==> src/rtl/dbg_log_serializer.sv <==
// Splits one catted dbg_guv log flit into a header word plus NBODY narrow body words.
// The header is {GUV_ADDR, zeros, seq}; body words leave LSB-first and the final one carries TLAST.
module dbg_log_serializer #(
  parameter int DATA_WIDTH = 32,
  parameter int DEST_WIDTH = 16,
  parameter int ID_WIDTH   = 16,
  parameter int OUT_WIDTH  = 32,
  parameter int GUV_ADDR   = 0,
  localparam int LOG_WIDTH = DATA_WIDTH + DATA_WIDTH/8 + 1 + DEST_WIDTH + ID_WIDTH
) (
  input  logic                 clk,
  input  logic                 rst,
  input  logic [LOG_WIDTH-1:0] log_catted_TDATA,
  input  logic                 log_catted_TVALID,
  output logic                 log_catted_TREADY,
  input  logic                 log_catted_TLAST,
  output logic [OUT_WIDTH-1:0] ser_TDATA,
  output logic                 ser_TVALID,
  input  logic                 ser_TREADY,
  output logic                 ser_TLAST
);

  localparam int NBODY = (LOG_WIDTH + OUT_WIDTH - 1) / OUT_WIDTH;
  localparam int SW    = (NBODY > 1) ? $clog2(NBODY) : 1;

  typedef enum logic [1:0] {IDLE, HDR, BODY} state_t;

  state_t                     state, state_n;
  logic [NBODY*OUT_WIDTH-1:0] hold, hold_n;
  logic [SW-1:0]              widx, widx_n, widx_inc;
  logic [15:0]                seq, seq_n;
  logic [OUT_WIDTH-1:0]       data_n, hdr;
  logic                       valid_n, last_n;
  logic [OUT_WIDTH-1:0]       words [NBODY];
  logic                       in_hs, out_hs, last_hs;
  logic                       unused_tlast;

  // Every catted flit is self-contained, so the input TLAST carries no information.
  assign unused_tlast = log_catted_TLAST;

  assign out_hs            = ser_TVALID & ser_TREADY;
  assign last_hs           = out_hs & ser_TLAST;
  assign log_catted_TREADY = (state == IDLE) | last_hs;
  assign in_hs             = log_catted_TVALID & log_catted_TREADY;
  assign widx_inc          = widx + SW'(1);

  always_comb begin
    for (int unsigned k = 0; k < NBODY; k++) begin
      words[k] = hold[k*OUT_WIDTH +: OUT_WIDTH];
    end
  end

  always_comb begin
    hdr                   = '0;
    hdr[OUT_WIDTH-1 -: 8] = 8'(GUV_ADDR);
    hdr[15:0]             = seq;
  end

  // widx names the body word currently on the output; a capture can only
  // happen from IDLE or on the last-word handshake, which gives zero-bubble flits.
  always_comb begin
    state_n = state;
    hold_n  = hold;
    widx_n  = widx;
    seq_n   = seq;
    data_n  = ser_TDATA;
    valid_n = ser_TVALID;
    last_n  = ser_TLAST;
    if (in_hs) begin
      hold_n                  = '0;
      hold_n[LOG_WIDTH-1:0]   = log_catted_TDATA;
      seq_n                   = seq + 16'd1;
      data_n                  = hdr;
      valid_n                 = 1'b1;
      last_n                  = 1'b0;
      state_n                 = HDR;
    end else begin
      case (state)
        HDR: begin
          if (out_hs) begin
            data_n  = words[0];
            last_n  = (NBODY == 1);
            widx_n  = '0;
            state_n = BODY;
          end
        end
        BODY: begin
          if (out_hs) begin
            if (ser_TLAST) begin
              data_n  = '0;
              valid_n = 1'b0;
              last_n  = 1'b0;
              state_n = IDLE;
            end else begin
              widx_n = widx_inc;
              data_n = words[widx_inc];
              last_n = (widx_inc == SW'(NBODY - 1));
            end
          end
        end
        default: ;
      endcase
    end
  end

  always_ff @(posedge clk) begin
    if (rst) begin
      state      <= IDLE;
      hold       <= '0;
      widx       <= '0;
      seq        <= '0;
      ser_TDATA  <= '0;
      ser_TVALID <= 1'b0;
      ser_TLAST  <= 1'b0;
    end else begin
      state      <= state_n;
      hold       <= hold_n;
      widx       <= widx_n;
      seq        <= seq_n;
      ser_TDATA  <= data_n;
      ser_TVALID <= valid_n;
      ser_TLAST  <= last_n;
    end
  end

endmodule

==> config.mk <==
export PLATFORM = sky130hd
export DESIGN_NAME = dbg_log_serializer
export DESIGN_NICKNAME = d
export VERILOG_FILES = /design/src/rtl/dbg_log_serializer.sv
export SDC_FILE = /design/constraint.sdc
export NUM_CORES = 1
export LEC_CHECK = 0
export BUFFER_PORTS_ARGS = -buffer_cell sky130_fd_sc_hd__buf_2
export CORE_MARGIN = 4
export CORE_UTILIZATION = 51
export CTS_BUF_LIST = sky130_fd_sc_hd__clkbuf_2
export CTS_CLUSTER_SIZE = 25
export DETAILED_ROUTE_END_ITERATION = 10
export PLACE_DENSITY = 0.78
export RECOVER_POWER = 100
export SLEW_MARGIN = 0
export SYNTH_ARGS = -nofsm -noshare
export SYNTH_HDL_FRONTEND = slang
export SYNTH_SLANG_ARGS = --single-unit
==> constraint.sdc <==
create_clock -name clk -period 1.76 [get_ports clk]
set_input_delay 0.088 -clock clk [delete_from_list [all_inputs] [get_ports clk]]
set_output_delay 0.088 -clock clk [all_outputs]
set_load 0.1 [all_outputs]
==> qor.yml <==
p_per_area_nw_per_um2: 776
clkSinkCount: 123
min_delay_worst_endpoint: "hold[28]"
ys_warn_count: 0
fin_setup_tns_ns: 0
rr_startpoint: "widx[0]"
synth_top_flop_cell: "dfxtp_1"
crit_chain: "ha_4, nor4bb_4, o211ai_1, buf_6, a21oi_4, a221o_1"
drv_slew: 0
r2r_setup_slack_ns: 0.005
drcViolationCount: 0
clock.fmax_ghz: 0.570
insertion_delay_ns: 0.66
period_needed_ns: 1.76
synth_cell_type_count: 50
worstPathArrival_ns: 2.29
antenna_found_initial: 1
critPathKind: "flop to flop"
num_rows: 36
cts_max_path_buffers: 2
r2r_cells: 6
first_pass_iters: 8
post-route-period-util_pct: 99.7
start_util_pct: 52.2
wl_met1_um: 6020
skew_ns: 0.0341
io_pins: 109
endpoint_kind: "flop"
vias: 5396
rsz0062_at_grt: "yes"
leakagePower_nw: 2.83
path_max_fanout: 6
synth_seq_cells: 123
synth_fp_nets: 701
overflow: 0
final_hold_viol_count: 0
maxCapViolations: 0
cts_tree: "done"
hold_start: "log_catted_TDATA[28]"
synth_edf_count: 0
die_area_um2: 11600
antenna_left: 0
gp_congestion: 0.863
track_usage_pct: 27.2
drive_gt1_share_pct: 25.3
ir_worst_vdd_uv: 499
layout_common_cells: "nand2_1, dfxtp_1, buf_2, a21oi_1, dlygate4sd3_1"
wl_met2_um: 8060
cts_root_buf: "clkbuf_2"
yosysSeqAreaShare_pct: 48.4
grt_pass1_vias: 5194
routed_wl_um: 16100
htreeDepth: 4
slowest_delay_ns: 0.39
cts_buffers: 17
slew_headroom_pct: 61.4
port_buffers: 107
cpMaxStageDelayCell: "dfxtp_4"
wl_met3_um: 1320
drt_iter0_drc: 499
min_path_cells: 4
syn-mean-instance-area_um2: 8.13
crit_required_ns: 2.30
worst_setup_path_start_kind: "flop"
clkTransAtPathRegs_ns: 0.18
die_w_um: 108
tightest_slew_ns: 0.578
status: "complete, no violations"
layout_commonest_cell: "nand2_1"
nets: 887
synthArstFlopShare_pct: 0
grt_max_degree: 54
netlist_instances: 625
top_layer: "met4"
dp_hpwl_um: 9230
core_area_um2: 9730
r2r_end: "ser_TDATA[14]"
chipHeight_um: 108
grt_pass1_wl_um: 25100
hold_ws_ns: 0.203
setup-violations-final: 0
vias_per_cell: 5.63
syn_area_um2: 5080
avgRoutedWirePerCell_um: 16.8
syn2layout_area_growth_pct: 38.1
holdCritPathClass: "input pin to flop"
## per-layer routing
layer / GRT usage, % / vias up
li1: - / 2522
met1: 31.4 / 2510
met2: 46.3 / 287
met3: 7.26 / 77
met4: 13.6 / 0
met5: 0 / -
## flip-flops by register name, summed over array words and instances (netlist names)
signal      flops
seq            16
hold           69
ser_TDATA      32
ser_TVALID      1
ser_TLAST       1
state           2
widx            2
## cell usage after synthesis (2+ instances only)
| cell | instances | share of area [%] |
|---|---|---|
| nand4_1 | 5 | 0.62 |
| and3_1 | 3 | 0.37 |
| dfxtp_1 | 123 | 48 |
| o311ai_0 | 3 | 0.52 |
| buf_2 | 9 | 0.89 |
| a211oi_1 | 3 | 0.44 |
| or4_1 | 3 | 0.44 |
| o211ai_1 | 3 | 0.44 |
| o21ai_0 | 10 | 0.98 |
| a221o_1 | 12 | 2.4 |
| xnor2_1 | 3 | 0.52 |
| buf_6 | 2 | 0.44 |
| nand3b_1 | 3 | 0.44 |
| nor3_1 | 2 | 0.20 |
| nand2_1 | 178 | 13 |
| nor4_1 | 2 | 0.25 |
| buf_1 | 7 | 0.52 |
| or3_1 | 5 | 0.62 |
| xor2_1 | 4 | 0.69 |
| a2bb2oi_1 | 17 | 2.9 |
| o221ai_1 | 3 | 0.52 |
| nor3b_1 | 2 | 0.30 |
| nor2b_1 | 3 | 0.37 |
| o31ai_1 | 3 | 0.44 |
| ha_1 | 2 | 0.49 |
| nor2_1 | 33 | 2.4 |
| o21bai_1 | 2 | 0.30 |
| o2111ai_1 | 3 | 0.52 |
| o21ai_1 | 2 | 0.20 |
| and2_1 | 2 | 0.25 |
| inv_1 | 8 | 0.59 |
| mux2i_1 | 16 | 3.2 |
| a22oi_1 | 2 | 0.30 |
| a21oi_1 | 97 | 9.6 |
| nand2b_1 | 4 | 0.49 |
| clkbuf_1 | 32 | 2.4 |
## timing repair
item | CTS | global route
endpoints found under the setup margin | 9 | 57
resized for setup | 15 | 28
hold buffers | 72 | 0
hold endpoints to repair | 80 | 0
cloned | 0 | 1
buffers inserted | 2 | 3
pin swaps | 2 | 6
## through the flow
step           cell area (um^2)  cells  util (%)  power (mW)  setup slack, ns
6_report                   7020    958      72.1        5.45          0.00490
2_1_floorplan              5100    625         -        3.45          0.00198
3_3_place_gp               5880    847      60.4        3.65          0.00554
4_1_cts                    6870    952      70.6        5.40          0.00105
5_1_grt                    7020    957      72.1        5.65          -0.0590
3_5_place_dp               5880    847      60.4        3.68          -0.0442
## cell families (layout without fill, tap and decap cells)
kind of cell,count (synthesis),count (layout),synth area share (%)
xor gates and xnor gates,7,7,1.21
and+or+nand+nor,252,252,21.1
AOI/OAI and AO/OA,164,164,20.2
adders and majority gates,2,2,0.492
DFF,123,123,48.4
muxes,18,18,3.59
other,0,2,0
buffers and inverters,59,257,4.95
## where the power goes
group / internal (mW) / switching [mW] / leakage, nW / total, mW
clock: 0.633 / 1.00 / 0.136 / 1.63
sequential: 2.90 / 0.0691 / 1.01 / 2.97
combinational: 0.363 / 0.479 / 1.69 / 0.842
total: 3.90 / 1.55 / 2.83 / 5.45
## worst max-delay path by stage
stage                         from            end  slack, ns  cells after the start
final                      widx[0]  ser_TDATA[14]      0.005                      6
after global routing       widx[1]   ser_TDATA[9]      -0.06                      7
after CTS                 state[0]         seq[6]      0.001                      5
after detailed placement  state[1]        seq[12]      -0.04                      5
after global placement    state[1]        seq[12]      0.006                      5
after floorplan            widx[1]  ser_TDATA[20]      0.002                      7
## worst max-delay path: cells and delay by family, from the launching register on
family / cells / cell delay [ns]
and+or+nand+nor: 1 / 0.16
adders and majority gates: 1 / 0.23
AOI/OAI and AO/OA: 3 / 0.67
DFF: 1 / 0.39
buffers and inverters: 1 / 0.21
## final cells by class
class / count / area [um^2]
fill: 718 / 2710
multi-input combinational: 443 / 2500
sequential: 123 / 2480
timing repair buffer: 218 / 1630
tap: 133 / 166
clock inverter: 11 / 104
clock buffer: 20 / 100
inverter: 8 / 30.0
antenna: 2 / 5.00
No activity file was read; power rests on OpenSTA's default activity.
